<file path="config.mk">
export PLATFORM = sky130hd
export DESIGN_NAME = irq_pending_arbiter_flat
export DESIGN_NICKNAME = d
export VERILOG_FILES = /design/src/rtl/irq_pending_arbiter_if.sv /design/src/rtl/irq_pending_arbiter.sv /design/src/flat_wrapper.sv
export SDC_FILE = /design/constraint.sdc
export NUM_CORES = 1
export LEC_CHECK = 0
export BUFFER_PORTS_ARGS = -buffer_cell sky130_fd_sc_hd__buf_2
export CORE_MARGIN = 8
export CORE_UTILIZATION = 40
export CTS_BUF_LIST = sky130_fd_sc_hd__clkbuf_8 sky130_fd_sc_hd__clkbuf_16
export CTS_CLUSTER_DIAMETER = 50
export DETAILED_ROUTE_END_ITERATION = 16
export PLACE_DENSITY_LB_ADDON = 0.12
export SYNTH_ARGS = -nofsm -noshare
export SYNTH_HDL_FRONTEND = slang
export SYNTH_SLANG_ARGS = --single-unit
</file>
<file path="constraint.sdc">
create_clock -name clk -period 1.8 [get_ports clk]
set_input_delay 0.27 -clock clk [delete_from_list [all_inputs] [get_ports clk]]
set_output_delay 0.27 -clock clk [all_outputs]
set_load 0.02 [all_outputs]
</file>
<file path="src/rtl/irq_pending_arbiter_if.sv">
// Request/acknowledge bundle between the interrupt sources, the pending arbiter and its consumer.
// master = arbiter side, slave = source/consumer side.
interface irq_pending_arbiter_if;
    logic [7:0] req_in;
    logic [7:0] mask;
    logic       irq_ack;
    logic       irq_valid;
    logic [2:0] irq_id;
    logic [7:0] pending;
    logic       overflow;

    modport master (
        input  req_in, mask, irq_ack,
        output irq_valid, irq_id, pending, overflow
    );

    modport slave (
        output req_in, mask, irq_ack,
        input  irq_valid, irq_id, pending, overflow
    );
endinterface

</file>
<file path="src/rtl/irq_pending_arbiter.sv">
// Edge-detecting pending register with masking and highest-index-first valid/ack presentation.
// Optional IRQ_REQ_SYNC_EN inserts a 2-flop synchroniser on req_in ahead of edge detection.
module irq_pending_arbiter (
    input  logic                   clk,
    input  logic                   rst_n,
    irq_pending_arbiter_if.master  bus
);
    localparam int N   = 8;
    localparam int IDW = 3;

    typedef enum logic {IDLE = 1'b0, PRESENT = 1'b1} state_e;

    state_e           state_q;
    logic [N-1:0]     req_prev_q;
    logic [N-1:0]     pending_q, pending_d;
    logic             overflow_q, overflow_d;
    logic             irq_valid_q;
    logic [IDW-1:0]   irq_id_q;

    logic [N-1:0]     req_s;
    logic [N-1:0]     rise;
    logic [N-1:0]     clr;
    logic [N-1:0]     eligible;
    logic [IDW-1:0]   winner;

`ifdef IRQ_REQ_SYNC_EN
    logic [N-1:0]     sync1_q, sync2_q;
`endif

    // NOTE: every signal written here gets a default first, otherwise a latch is inferred.
    always_comb begin
`ifdef IRQ_REQ_SYNC_EN
        req_s = sync2_q;
`else
        req_s = bus.req_in;
`endif
        rise = req_s & ~req_prev_q;

        clr = '0;
        if (state_q == PRESENT && bus.irq_ack)
            clr[irq_id_q] = 1'b1;

        // A new edge on the line being acknowledged wins over the clear.
        pending_d  = (pending_q & ~clr) | rise;
        overflow_d = overflow_q | (|(rise & pending_q & ~clr));

        eligible = pending_q & ~bus.mask;
        winner   = '0;
        for (int i = 0; i < N; i++)
            if (eligible[i]) winner = IDW'(i);
    end

    // NOTE: sequential state uses non-blocking assignments so all registers update together.
    always_ff @(posedge clk) begin
        if (!rst_n) begin
            state_q     <= IDLE;
            req_prev_q  <= '0;
            pending_q   <= '0;
            overflow_q  <= 1'b0;
            irq_valid_q <= 1'b0;
            irq_id_q    <= '0;
`ifdef IRQ_REQ_SYNC_EN
            sync1_q     <= '0;
            sync2_q     <= '0;
`endif
        end else begin
`ifdef IRQ_REQ_SYNC_EN
            sync1_q     <= bus.req_in;
            sync2_q     <= sync1_q;
`endif
            req_prev_q  <= req_s;
            pending_q   <= pending_d;
            overflow_q  <= overflow_d;

            case (state_q)
                IDLE: begin
                    if (eligible != '0) begin
                        state_q     <= PRESENT;
                        irq_id_q    <= winner;
                        irq_valid_q <= 1'b1;
                    end else begin
                        irq_valid_q <= 1'b0;
                    end
                end
                PRESENT: begin
                    // The presented ID stays frozen until the consumer acknowledges it.
                    if (bus.irq_ack) begin
                        state_q     <= IDLE;
                        irq_valid_q <= 1'b0;
                    end
                end
                default: begin
                    state_q     <= IDLE;
                    irq_valid_q <= 1'b0;
                end
            endcase
        end
    end

    assign bus.irq_valid = irq_valid_q;
    assign bus.irq_id    = irq_id_q;
    assign bus.pending   = pending_q;
    assign bus.overflow  = overflow_q;
endmodule

</file>
<file path="src/flat_wrapper.sv">
// flat-port wrapper written by rule: the top's interface ports become plain ports
module irq_pending_arbiter_flat 
  (clk, rst_n, bus_req_in, bus_mask, bus_irq_ack, bus_irq_valid, bus_irq_id, bus_pending, bus_overflow);
  irq_pending_arbiter_if bus_i ();
  input  logic clk;
  input  logic rst_n;
  input wire logic [$bits(bus_i.req_in)-1:0] bus_req_in;
  input wire logic [$bits(bus_i.mask)-1:0] bus_mask;
  input wire logic [$bits(bus_i.irq_ack)-1:0] bus_irq_ack;
  output wire logic [$bits(bus_i.irq_valid)-1:0] bus_irq_valid;
  output wire logic [$bits(bus_i.irq_id)-1:0] bus_irq_id;
  output wire logic [$bits(bus_i.pending)-1:0] bus_pending;
  output wire logic [$bits(bus_i.overflow)-1:0] bus_overflow;
  assign bus_i.req_in = bus_req_in;
  assign bus_i.mask = bus_mask;
  assign bus_i.irq_ack = bus_irq_ack;
  assign bus_irq_valid = bus_i.irq_valid;
  assign bus_irq_id = bus_i.irq_id;
  assign bus_pending = bus_i.pending;
  assign bus_overflow = bus_i.overflow;
  irq_pending_arbiter u_core (.clk(clk), .rst_n(rst_n), .bus(bus_i));
endmodule
</file>
# After elaboration in Yosys (flattened, before gate mapping)

Index checks and enable logic that the tools add are counted.

Magnitude comparators: 2
Multiplexer cells: 15
Bitwise operators: 11
Reductions and logical operators: 5
Eq/ne operators: 1

Operators by type and width:

| kind                                                                                 | count |
|---|---|
| 8-bit AND                                                                            | 5 |
| 8-bit inverter                                                                       | 3 |
| 3-bit 2-to-1 mux                                                                     | 6 |
| 8-bit 2-to-1 mux                                                                     | 1 |
| 8-bit OR                                                                             | 1 |
| 8-bit nonzero test                                                                   | 1 |
| 8-bit OR reduction                                                                   | 1 |
| 1-bit 2-to-1 mux                                                                     | 5 |
| 3-bit by 4-bit less-than comparator with 1-bit output (second input constant)        | 1 |
| 1-bit case mux with 2 select lines                                                   | 2 |
| 1-bit demux with 3-bit select                                                        | 1 |
| 3-bit by 1-bit greater-or-equal comparator with 1-bit output (second input constant) | 1 |
| 1-bit logical AND                                                                    | 2 |
| 2-bit != test (second input constant)                                                | 1 |
| 2-bit AND reduction                                                                  | 1 |
| 1-bit inverter                                                                       | 1 |
| 1-bit OR                                                                             | 1 |

Flip-flop bits (word level): 22
Input bits: 19
Output and inout bits: 13
Logic and storage cells: 40

# Depth between registers and ports, before layout

Gate-level depths: netlist of run 1.

Depth in word-level cells: 9
Gate-level depth with buffers: 5
Gate-level depth less buffers: 5

# Worst setup path before layout of run 1

OpenSTA, ideal clock, no wires.

Path kind: reg2reg
From: reg u_core.irq_id_q[0] (netlist: u_core.bus.irq_id[0])
To: reg u_core.overflow_q (netlist: u_core.bus.overflow)
Setup time: 0.125 ns
Clock period less this slack: 1.546 ns
Path buffers: 0
Slack: 0.254 ns
Stages on the path, launching flop included: 6
Arrival: 1.421 ns
Required time: 1.675 ns
Cell sequence: dfxtp_1 nand2_1 or3_1 a31oi_1 o21ai_1 o41a_1

Cells in the longest elaborated chain, start to end: 9
Elaborated cells on any way between the ends: 10
Those cells by class: order compare (2); mux (3); bitwise (3); reduce/logical (2)

RTL lines:

| what                                                                                                                                                        | RTL line                  | RTL |
|---|---|---|
| start: declaration                                                                                                                                          | irq_pending_arbiter.sv:18 | `logic [IDW-1:0] irq_id_q;` |
| start signal: assignment                                                                                                                                    | irq_pending_arbiter.sv:79 | `irq_id_q <= winner;` |
| 3-bit by 4-bit less-than comparator with 1-bit output (implied by the code) or 3-bit by 1-bit greater-or-equal comparator with 1-bit output (tied branches) | irq_pending_arbiter.sv:41 | `clr[irq_id_q] = 1'b1;` |
| 1-bit logical AND (implied by the code)                                                                                                                     | irq_pending_arbiter.sv:41 |  |
| 1-bit 2-to-1 mux (implied by the code)                                                                                                                      | irq_pending_arbiter.sv:41 |  |
| 1-bit demux with 3-bit select (*)                                                                                                                           | -                         |  |
| 8-bit 2-to-1 mux (*)                                                                                                                                        | irq_pending_arbiter.sv:40 | `if (state_q == PRESENT && bus.irq_ack)` |
| 8-bit inverter (*)                                                                                                                                          | irq_pending_arbiter.sv:45 | `overflow_d = overflow_q \| (\|(rise & pending_q & ~clr));` |
| 8-bit AND (*)                                                                                                                                               | irq_pending_arbiter.sv:45 |  |
| 8-bit OR reduction (*)                                                                                                                                      | irq_pending_arbiter.sv:45 |  |
| 1-bit OR (*)                                                                                                                                                | irq_pending_arbiter.sv:45 |  |
| end signal: assignment                                                                                                                                      | irq_pending_arbiter.sv:73 | `overflow_q <= overflow_d;` |
| end: declaration                                                                                                                                            | irq_pending_arbiter.sv:16 | `logic overflow_q, overflow_d;` |

Mark *: on every way between the ends. The rest lies on a longest branch, timed or not.
A chain may end at the register's enable or synchronous reset.

# Worst setup path in the final report of run 1

From: reg u_core.state_q
To: reg u_core.overflow_q (netlist: u_core.bus.overflow)

Cells in the longest elaborated chain, start to end: 6

RTL lines:

| what                     | RTL line                  | RTL |
|---|---|---|
| start: declaration       | irq_pending_arbiter.sv:13 | `state_e state_q;` |
| start signal: assignment | irq_pending_arbiter.sv:56 | `state_q <= IDLE;` |
| start signal: assignment | irq_pending_arbiter.sv:78 | `state_q <= PRESENT;` |
| start signal: assignment | irq_pending_arbiter.sv:88 | `state_q <= IDLE;` |
| 1-bit logical AND        | irq_pending_arbiter.sv:40 |  |
| 8-bit 2-to-1 mux         | irq_pending_arbiter.sv:40 |  |
| 8-bit inverter           | irq_pending_arbiter.sv:45 |  |
| 8-bit AND                | irq_pending_arbiter.sv:45 |  |
| 8-bit OR reduction       | irq_pending_arbiter.sv:45 |  |
| 1-bit OR                 | irq_pending_arbiter.sv:45 |  |

No other way between the ends.

==> parameters.txt, run 1 <==
Parameter                              Value

Finish
  Fill cell total of the finished layout    236
  Nets@finish    149
  Layout overhead on the synthesized area    24.2%
  Antenna diodes    0
  Share of post-route cells with drive strength above 1    0.289

Synth
  Netlist area before placement    927 sq um
  Warnings, synthesis    0
  Sequential area share after synthesis    0.475
  Number of unique standard cell types used by synthesis    29
  Synthesized net count    115
  Post-synthesis cell count    96
  Average cell area after synthesis    9.66 sq um
  Register bit total from synthesis    22

STA
  Maximum achievable frequency    624 MHz
  Unrepaired setup endpoints after global routing    false
  Normalized max-slew margin    0.721
  Final critical-path setup slack    0.197 ns
  Final period utilization    0.890
  Final hold vios    0
  Worst-margin pin slew    0.413 ns
  Minimum period implied by the final worst setup slack    1.60 ns
  Max-slew violations    0
  Max Clock Skew    0.00480 ns
  Final number of setup-violating endpoints    0
  Total negative setup slack    0 ns

Place
  Count of input and output buffers    31
  DP HPWL    1.80 mm
  Final weighted congestion in routability-driven placement    0.827
  Worst-case setup slack after placement    0.222 ns

Clock network
  Clock tree from TritonCTS    yes
  Postcts setup bufs    0
  Number of buffers created by CTS    3
  Clock slew at reported path FFs    0.08 ns
  Number of buffers inserted by hold repair at cts    0
  Number of levels in the clock H-tree    1
  Max clock buf depth    2
  Insertion delay of the later-clocked pin in the worst-skew pair    0.26 ns
  Clk root buf    clkbuf_8
  Post-cts resize count    0
  Clk sinks    22

Global route
  Via count of the first global-routing pass    910
  Number of antenna violations at the first check in global routing    0
  Global-route wire length before repair    3.82 mm
  Maximum number of pins on one net before global-route repair    23
  Leftover overflow at the end of global routing    0
  Total global-route track usage    0.114

Worst setup path
  Total buffers and inverters traversed by the critical path    0
  Critical Path Start    u_core.state_q$_SDFF_PN0_
  Maximum fanout encountered on the critical timing path    6
  CP endpoint kind    flip-flop
  CP delay by family, top    compound AO/OA/AOI/OAI gates
  Capturing element of the worst setup path    u_core.bus.overflow$_SDFF_PN0_
  Delay of the slowest cell on the worst path    0.44 ns
  Reg2reg setup slack    0.20 ns
  Worst endpoint required time    1.95 ns
  Worst setup SP type    flip-flop
  Critical-path top delay cell    dfxtp_1
  Series of cell instances along the critical path    nand2_2, or3_1, a31oi_1, o21ai_1, o41a_1
  Reg-to-Reg End    u_core.bus.overflow$_SDFF_PN0_
  Cells on worst reg2reg path    5
  Reg2Reg Launch Point    u_core.state_q$_SDFF_PN0_
  Worst path arrival time    1.75 ns
  Type of the setup path with the least slack    flip-flop to flip-flop
  Total number of cells along the worst setup path    5

Routing
  Mean routed wirelength per cell    14.5 microns
  Remaining routing DRC violations    0
  Initial detailed-routing violation count    21
  Drt pass-1 iters    4
  Routed via count    818
  Routed wire length    2.26 mm
  Detailed-route vias per instance    5.24
  Final antenna-violating net count    0

Floorplanning
  I/O pin total    32
  Die outline height    64.1 microns
  Row count    17
  Area of the die    0.00411 sq mm
  Overall die width    64.1 microns
  Placeable core region    0.00221 sq mm
  Starting density of the core    0.419

Power
  Cell leakage power    0.505 nW
  Worst vdd rail ir drop    0.000503 V
  Pwr Density    934 mW/mm^2

Worst hold path
  Tightest Hold Check Type    input pin to flip-flop

Run
  Max_cap viols    0

Status
  Result of the run    complete, no violations
-- stage by stage --
step	total power, mW	cell area, sq um	utilization	hold slack (ns)	std cells
floorplan	0.709	927	-	0.392	96
global placement	0.788	1110	0.502	0.484	153
detailed placement	0.790	1110	0.502	0.488	153
CTS	1.09	1150	0.520	0.216	156
global route	1.13	1150	0.520	0.230	156
finish	1.08	1150	0.520	0.216	156
-- cell type report --
| type | count | area [sq um] | area share |
|---|---|---|---|
| Multi-Input combinational cell | 71 | 475 | 0.413 |
| Sequential cell | 22 | 440 | 0.383 |
| Timing Repair Buffer | 31 | 155 | 0.135 |
| Clock buffer | 3 | 41.3 | 0.0359 |
| Tap cell | 28 | 35.0 | 0.0304 |
| Inverter | 1 | 3.75 | 0.00326 |
-- layout by cell type, fill, tap and decap left out --
master,netlist,routed
nor4b_2,1,1
dfxtp_1,22,22
inv_1,1,1
o311a_1,1,1
nand3_1,1,1
a311o_1,1,1
o211a_1,1,1
buf_2,0,31
nand4_1,1,1
nand3b_1,1,1
and2_1,8,8
a21boi_0,8,8
o21ai_0,3,3
nand2_1,3,3
a311oi_1,1,1
clkbuf_8,0,3
mux2i_1,1,1
o41ai_1,1,1
or3_1,1,1
o31ai_1,3,3
nand2b_1,14,14
a31oi_1,1,1
o21ai_1,1,1
o22ai_1,3,3
a41o_2,1,1
nor2b_1,8,8
nor2_1,2,2
nand2_2,1,1
a21oi_1,3,3
o41a_1,1,1
-- routing by layer --
| layer | track usage | vias to the layer above | wire length [microns] |
|---|---|---|---|
| met5 | 0 | - | 0 |
| met3 | 0.0296 | 2 | 93 |
| met2 | 0.198 | 19 | 1120 |
| met1 | 0.124 | 383 | 1030 |
| met4 | 0.0627 | 0 | 18 |
| li1 | - | 414 | - |
-- worst min-delay path by stage --
stage	from	endpoint	slack (ns)	depth (start not counted)
after floorplan	bus_req_in[0]	u_core.req_prev_q[0]$_SDFF_PN0_	0.39	1
after global placement	bus_req_in[5]	u_core.req_prev_q[5]$_SDFF_PN0_	0.48	2
after detailed placement	bus_req_in[5]	u_core.req_prev_q[5]$_SDFF_PN0_	0.49	2
after CTS	bus_req_in[5]	u_core.req_prev_q[5]$_SDFF_PN0_	0.22	2
after global routing	bus_req_in[2]	u_core.req_prev_q[2]$_SDFF_PN0_	0.23	2
final	bus_req_in[5]	u_core.req_prev_q[5]$_SDFF_PN0_	0.22	2
-- power by group --
part | internal, mW | total (mW) | leakage, nW | switching (mW)
sequential | 0.528 | 0.564 | 0.183 | 0.0361
clock | 0.149 | 0.299 | 0.0216 | 0.149
combinational | 0.0946 | 0.213 | 0.300 | 0.118
total | 0.772 | 1.08 | 0.505 | 0.304
-- Yosys cell counts (all sizes together) --
cell type,instances,share of area
and2,8,0.054
nor4b,1,0.016
a21oi,3,0.016
o22ai,3,0.020
nor2b,8,0.054
o211a,1,0.011
o21ai,4,0.022
or3,1,0.0068
nor2,2,0.0081
nand2,4,0.019
o41a,1,0.012
clkbuf,2,0.0081
dfxtp,22,0.48
nand3,1,0.0054
nand2b,14,0.094
inv,1,0.0040
a21boi,8,0.065
nand3b,1,0.0081
o311a,1,0.011
a41o,1,0.012
a311oi,1,0.0094
a311o,1,0.011
nand4,1,0.0068
o31ai,3,0.024
mux2i,1,0.011
a31oi,1,0.0068
o41ai,1,0.0094
-- kinds of logic after synthesis --
family	count (synthesis)	share of synthesized area
buffers and inverters	3	0.0121
muxes	1	0.0108
and+or+nand+nor	41	0.273
AOI/OAI and AO/OA	29	0.229
DFF	22	0.475
-- sequential cells by signal, summed over array words and instances (netlist names) --
signal / cells
u_core.req_prev_q: 8
u_core.bus.irq_id: 3
u_core.bus.overflow: 1
u_core.state_q: 1
u_core.bus.pending: 8
u_core.bus.irq_valid: 1
Note: power is estimated with default switching activity, not from simulation.
==> inputs of run 2 (changes only) <==
--- a/config.mk
+++ b/config.mk
@@ -6,8 +6,10 @@
 export NUM_CORES = 1
 export LEC_CHECK = 0
 export BUFFER_PORTS_ARGS = -buffer_cell sky130_fd_sc_hd__buf_2
+export CELL_PAD_IN_SITES_DETAIL_PLACEMENT = 0
+export CELL_PAD_IN_SITES_GLOBAL_PLACEMENT = 1
 export CORE_MARGIN = 8
-export CORE_UTILIZATION = 40
+export CORE_UTILIZATION = 35
 export CTS_BUF_LIST = sky130_fd_sc_hd__clkbuf_8 sky130_fd_sc_hd__clkbuf_16
 export CTS_CLUSTER_DIAMETER = 50
 export DETAILED_ROUTE_END_ITERATION = 16
==> parameters.txt, run 2 (synthesized netlist as in run 1, its figures left out) <==
Parameter                              Value

Status
  Result of the run    complete, no violations

Routing
  Routed via count    824 (+0.73%)
  Remaining routing DRC violations    0 (unchanged)
  Drt pass-1 iters    4 (unchanged)
  Initial detailed-routing violation count    43 (+100%)
  Detailed-route vias per instance    5.18 (-1.2%)
  Mean routed wirelength per cell    14.5 microns (+0.11%)
  Final antenna-violating net count    0 (unchanged)
  Routed wire length    2.31 mm (+2.0%)

STA
  Minimum period implied by the final worst setup slack    1.64 ns (+0.0360 ns)
  Worst-margin pin slew    0.422 ns (+0.00939 ns)
  Final hold vios    0 (unchanged)
  Unrepaired setup endpoints after global routing    false
  Normalized max-slew margin    0.715 (-0.00635)
  Final-layout worst hold slack    0.216 ns (+0.000319 ns)
  Maximum achievable frequency    610 MHz (-2.2%)
  Final critical-path setup slack    0.161 ns (-0.0360 ns)
  Final number of setup-violating endpoints    0 (unchanged)
  Max Clock Skew    0.00310 ns (-0.00170 ns)
  Final period utilization    0.910 (+0.0200)
  Total negative setup slack    0 ns (unchanged)
  Max-slew violations    0 (unchanged)

Finish
  Nets@finish    149 (unchanged)
  Layout overhead on the synthesized area    27.7%
  Count of non-filler cells in the finished layout    159 (+1.9%)
  Footprint of the flip-flops and latches    440 sq um (unchanged)
  Fill cell total of the finished layout    246 (+4.2%)
  Leading cell type in the layout, fill and taps excluded    buf_2
  Total area of multi-input combinational cells    475 sq um (unchanged)
  Share of post-route cells with drive strength above 1    0.295 (+0.00551)
  Antenna diodes    0 (unchanged)
  Highest-count cells in the layout ignoring fill and taps    buf_2 (31), dfxtp_1 (22), nand2b_1 (14)

Clock network
  Postcts setup bufs    0 (unchanged)
  Insertion delay of the later-clocked pin in the worst-skew pair    0.26 ns (about the same)
  Clk root buf    clkbuf_8
  Post-cts resize count    0 (unchanged)
  Number of levels in the clock H-tree    1 (unchanged)
  Number of buffers inserted by hold repair at cts    0 (unchanged)
  Max clock buf depth    2 (unchanged)
  Clk sinks    22 (unchanged)
  Clock slew at reported path FFs    0.08 ns (about the same)
  Clock tree from TritonCTS    yes
  Number of buffers created by CTS    3 (unchanged)

Power
  Cell leakage power    0.520 nW (+2.8%)
  P_int    0.920 mW (+19%)
  Power share of the sequential group    0.457 (-0.068)
  Switching Fraction    0.257 (-0.0253)
  Combinational power share    0.173 (-0.025)
  Worst vdd rail ir drop    0.000480 V (-4.6%)
  Clk pwr share    0.371 (+0.093)
  Pwr Density    1050 mW/mm^2 (+12%)
  Switching Power    0.318 mW (+4.7%)
  Overall power consumption    1.24 mW (+15%)

Floorplanning
  Starting density of the core    0.371 (-0.0482)
  Placeable core region    0.00250 sq mm (+13%)
  Row count    18 (+1)
  Area of the die    0.00455 sq mm (+11%)
  I/O pin total    32 (unchanged)
  Die outline height    67.5 microns (+5.2%)
  Overall die width    67.5 microns (+5.2%)

Worst hold path
  WHS Path Cells    2 (unchanged)
  Capture endpoint of the worst hold path    u_core.req_prev_q[5]$_SDFF_PN0_
  Launch instance of the worst min-delay path    bus_req_in[5]
  Tightest Hold Check Type    input pin to flip-flop

Place
  DP HPWL    1.80 mm (+0.36%)
  Count of input and output buffers    31 (unchanged)
  Placed cells    155 (+1.3%)
  Worst-case setup slack after placement    0.193 ns (-0.0298 ns)
  Final weighted congestion in routability-driven placement    0.791 (-4.4%)

Global route
  Leftover overflow at the end of global routing    0 (unchanged)
  Number of antenna violations at the first check in global routing    0 (unchanged)
  Total global-route track usage    0.104 (-0.00999)
  Maximum number of pins on one net before global-route repair    23 (unchanged)
  Global-route wire length before repair    3.69 mm (-3.4%)
  Via count of the first global-routing pass    823 (-9.6%)

Worst setup path
  Reg-to-Reg End    u_core.bus.irq_id[1]$_SDFFE_PN0P_
  Cells on worst reg2reg path    5 (unchanged)
  Worst endpoint required time    1.96 ns (about the same)
  Worst path arrival time    1.80 ns (+0.05 ns)
  Type of the setup path with the least slack    flip-flop to flip-flop
  Maximum fanout encountered on the critical timing path    5 (-1)
  Worst setup SP type    flip-flop
  Reg2reg setup slack    0.16 ns (-0.04 ns)
  Reg2Reg Launch Point    u_core.bus.pending[6]$_SDFF_PN0_
  CP endpoint kind    flip-flop

Run
  Max_cap viols    0 (unchanged)
## run 2: cell types whose count changed in the layout (fill, tap and decap cells not counted), sizes merged
| cell | delta |
|---|---|
| bufinv | +1 |
## run 2: stage by stage
stage	area [sq um]	utilization
2_1_floorplan	927	-
5_1_grt	1180	0.473
4_1_cts	1180	0.473
6_report	1180	0.473
3_5_place_dp	1110	0.445
3_3_place_gp	1110	0.445
## run 2: cell type report
cell class	instances	area share
Tap cell	30	0.0317
Clock buffer	3	0.0349
Multi-Input combinational cell	71	0.402
Clock inverter	1	0.0254
Timing Repair Buffer	31	0.131
Inverter	1	0.00317
Sequential cell	22	0.372
## run 2: how the worst max path moves through the flow
stage / startpoint / to / slack [ns] / depth (start not counted)
5_1_grt: u_core.bus.pending[6]$_SDFF_PN0_ / u_core.bus.irq_id[1]$_SDFFE_PN0P_ / 0.05 / 5
6_report: u_core.bus.pending[6]$_SDFF_PN0_ / u_core.bus.irq_id[1]$_SDFFE_PN0P_ / 0.16 / 5
3_5_place_dp: u_core.state_q$_SDFF_PN0_ / u_core.bus.overflow$_SDFF_PN0_ / 0.19 / 5
3_3_place_gp: u_core.state_q$_SDFF_PN0_ / u_core.bus.overflow$_SDFF_PN0_ / 0.20 / 5
4_1_cts: u_core.state_q$_SDFF_PN0_ / u_core.bus.overflow$_SDFF_PN0_ / 0.16 / 5
2_1_floorplan: u_core.bus.irq_id[0]$_SDFFE_PN0P_ / u_core.bus.overflow$_SDFF_PN0_ / 0.25 / 5
## run 2: metal layers
layer | routed length (microns) | track usage | up-vias | part of all wire
li1 | - | - | 411 | -
met1 | 993 | 0.120 | 384 | 0.43
met2 | 1090 | 0.166 | 24 | 0.47
met3 | 179 | 0.0348 | 5 | 0.078
met4 | 47 | 0.0601 | 0 | 0.020
met5 | 0 | 0 | - | 0
## run 2: power groups by stage
stage | registers [mW] | clock network, mW | logic (mW)
finish | 0.565 | 0.459 | 0.214
global route | 0.572 | 0.488 | 0.235
global placement | 0.576 | 0 | 0.214
detailed placement | 0.577 | 0 | 0.215
CTS | 0.565 | 0.470 | 0.216
floorplan | 0.603 | 0 | 0.106
## run 2: critical path, cell delays in order (launching register included)
cell,delay [ns]
dfxtp_1,0.34
nor2b_1,0.18
nor4b_2,0.43
a41o_2,0.33
mux2i_1,0.19
nor2b_1,0.06
==> inputs of run 3 (changes only) <==
--- a/config.mk
+++ b/config.mk
@@ -14,6 +14,7 @@
 export CTS_CLUSTER_DIAMETER = 50
 export DETAILED_ROUTE_END_ITERATION = 16
 export PLACE_DENSITY_LB_ADDON = 0.12
+export SETUP_SLACK_MARGIN = 0.2
 export SYNTH_ARGS = -nofsm -noshare
 export SYNTH_HDL_FRONTEND = slang
 export SYNTH_SLANG_ARGS = --single-unit
==> parameters.txt, run 3 (synthesized netlist as in run 1, its figures left out) <==
Parameter                              Value

Status
  Result of the run    complete, no violations

Global route
  Total global-route track usage    0.104 (unchanged)
  Number of antenna violations at the first check in global routing    0 (unchanged)
  Leftover overflow at the end of global routing    0 (unchanged)
  Maximum number of pins on one net before global-route repair    23 (unchanged)
  Via count of the first global-routing pass    825 (+0.24%)
  Global-route wire length before repair    3.68 mm (-0.19%)

Worst setup path
  Maximum fanout encountered on the critical timing path    6 (+1)
  Series of cell instances along the critical path    nand2_2, or3_1, a31oi_1, o21ai_1, o41a_1
  Worst endpoint required time    1.95 ns (about the same)
  CP endpoint kind    flip-flop
  Worst setup SP type    flip-flop
  Reg2reg setup slack    0.26 ns (+0.10 ns)
  Worst path arrival time    1.69 ns (-0.11 ns)
  Reg-to-Reg End    u_core.bus.overflow$_SDFF_PN0_
  Delay of the slowest cell on the worst path    0.38 ns (-0.05 ns)
  Critical-path top delay cell    dfxtp_4
  Type of the setup path with the least slack    flip-flop to flip-flop
  Reg2Reg Launch Point    u_core.state_q$_SDFF_PN0_
  Cells on worst reg2reg path    5 (unchanged)

Worst hold path
  Capture endpoint of the worst hold path    u_core.req_prev_q[5]$_SDFF_PN0_
  Tightest Hold Check Type    input pin to flip-flop
  Launch instance of the worst min-delay path    bus_req_in[5]
  WHS Path Cells    2 (unchanged)

Finish
  Layout overhead on the synthesized area    31.3%
  Count of non-filler cells in the finished layout    160 (+0.63%)
  Fill cell total of the finished layout    247 (+0.41%)
  Antenna diodes    0 (unchanged)
  Footprint of the flip-flops and latches    448 sq um (+1.7%)
  Total area of multi-input combinational cells    494 sq um (+3.9%)
  Post-Route Utilization    0.487 (+0.0135)
  Leading cell type in the layout, fill and taps excluded    buf_2
  Highest-count cells in the layout ignoring fill and taps    buf_2 (31), dfxtp_1 (18), nand2b_1 (14)
  Share of post-route cells with drive strength above 1    0.354 (+0.0593)
  Nets@finish    150 (+0.67%)
  Post-route design area    0.00122 sq mm (+2.9%)

Place
  Placed cells    155 (unchanged)
  Count of input and output buffers    31 (unchanged)
  Final weighted congestion in routability-driven placement    0.791 (unchanged)
  Cell area reported after detailed placement    0.00111 sq mm (unchanged)
  DP HPWL    1.80 mm (unchanged)

STA
  Minimum period implied by the final worst setup slack    1.54 ns (-0.0976 ns)
  Final period utilization    0.856 (-0.0542)
  Worst-margin pin slew    0.450 ns (+0.0284 ns)
  Unrepaired setup endpoints after global routing    false
  Maximum achievable frequency    649 MHz (+6.3%)
  Max-slew violations    0 (unchanged)
  Final number of setup-violating endpoints    0 (unchanged)
  Max Clock Skew    0.00320 ns (+0.0000961 ns)
  Normalized max-slew margin    0.696 (-0.0192)
  Total negative setup slack    0 ns (unchanged)
  Final hold vios    0 (unchanged)

Routing
  Detailed-route vias per instance    5.16 (-0.38%)
  Initial detailed-routing violation count    34 (-21%)
  Mean routed wirelength per cell    14.8 microns (+1.9%)
  Drt pass-1 iters    6 (+2)
  Final antenna-violating net count    0 (unchanged)
  Routed via count    826 (+0.24%)
  Routed wire length    2.37 mm (+2.6%)
  Remaining routing DRC violations    0 (unchanged)

Floorplanning
  Die outline height    67.5 microns (unchanged)
  Placeable core region    0.00250 sq mm (unchanged)
  Area of the die    0.00455 sq mm (unchanged)
  Row count    18 (unchanged)
  I/O pin total    32 (unchanged)
  Starting density of the core    0.371 (unchanged)
  Overall die width    67.5 microns (unchanged)

Run
  Max_cap viols    0 (unchanged)

Clock network
  Clock slew at reported path FFs    0.08 ns (about the same)
  Number of buffers created by CTS    3 (unchanged)
  Number of levels in the clock H-tree    1 (unchanged)
  Clk root buf    clkbuf_8
  Clock tree from TritonCTS    yes
  Clk sinks    22 (unchanged)
  Max clock buf depth    2 (unchanged)
  Insertion delay of the later-clocked pin in the worst-skew pair    0.26 ns (about the same)
  Number of buffers inserted by hold repair at cts    0 (unchanged)

Power
  Worst vdd rail ir drop    0.000481 V (+0.37%)
  Cell leakage power    0.537 nW (+3.4%)
  Pwr Density    1030 mW/mm^2 (-1.6%)
run 3: cell types whose count changed in the layout (fill, tap and decap cells not counted):
cell     change
dfxtp_1      -4
dfxtp_2      +3
nor2b_1      -2
nor2b_2      +2
o21ai_0      -2
o21ai_1      +2
buf_4        +1
dfxtp_4      +1
nor4b_2      -1
nor4b_4      +1
o31ai_1      -1
o31ai_2      +1
run 3: through the flow:
step / setup slack [ns] / total power, mW / hold slack (ns)
floorplan: 0.254 / 0.709 / 0.392
global placement: 0.200 / 0.790 / 0.485
detailed placement: 0.193 / 0.792 / 0.489
CTS: 0.193 / 1.25 / 0.214
global route: 0.201 / 1.31 / 0.212
finish: 0.259 / 1.25 / 0.217
run 3: layout make-up:
| type | count | share of cell area |
|---|---|---|
| inverters | 1 | 0.00308 |
| flip-flops and latches | 22 | 0.368 |
| repair buffers | 32 | 0.134 |
| well taps | 30 | 0.0308 |
| clock buffers | 3 | 0.0339 |
| clock inverters | 1 | 0.0247 |
| multi-input cells | 71 | 0.406 |
run 3: timing repair:
action,in CTS,in global routing
resized for setup,1,10
pin swaps,1,2
buffers inserted,0,1
endpoints found under the setup margin,2,4
run 3: worst max path at each step:
stage	startpoint	to	slack (ns)
6_report	u_core.state_q$_SDFF_PN0_	u_core.bus.overflow$_SDFF_PN0_	0.26
5_1_grt	u_core.bus.pending[5]$_SDFF_PN0_	u_core.bus.irq_id[0]$_SDFFE_PN0P_	0.20
4_1_cts	u_core.bus.irq_id[2]$_SDFFE_PN0P_	u_core.bus.overflow$_SDFF_PN0_	0.19
3_5_place_dp	u_core.state_q$_SDFF_PN0_	u_core.bus.overflow$_SDFF_PN0_	0.19
3_3_place_gp	u_core.state_q$_SDFF_PN0_	u_core.bus.overflow$_SDFF_PN0_	0.20
2_1_floorplan	u_core.bus.irq_id[0]$_SDFFE_PN0P_	u_core.bus.overflow$_SDFF_PN0_	0.25
run 3: worst max-delay path, delay by kind of cell (launching register included):
family / cells / cell delay (ns)
DFF: 1 / 0.38
and+or+nand+nor: 2 / 0.46
AOI/OAI and AO/OA: 3 / 0.58
run 3: where the power goes:
group | internal (mW) | total (mW) | switching [mW] | leakage (nW)
combinational | 0.102 | 0.225 | 0.123 | 0.317
sequential | 0.531 | 0.570 | 0.0389 | 0.185
clock | 0.297 | 0.458 | 0.161 | 0.0357
total | 0.930 | 1.25 | 0.322 | 0.537
run 3: metal layers:
metal  share of wire  vias up  global-route usage
li1                -      411                   -
met1            0.44      388               0.119
met2            0.46       22               0.167
met3           0.077        5              0.0348
met4           0.020        0              0.0601
met5               0        -                   0
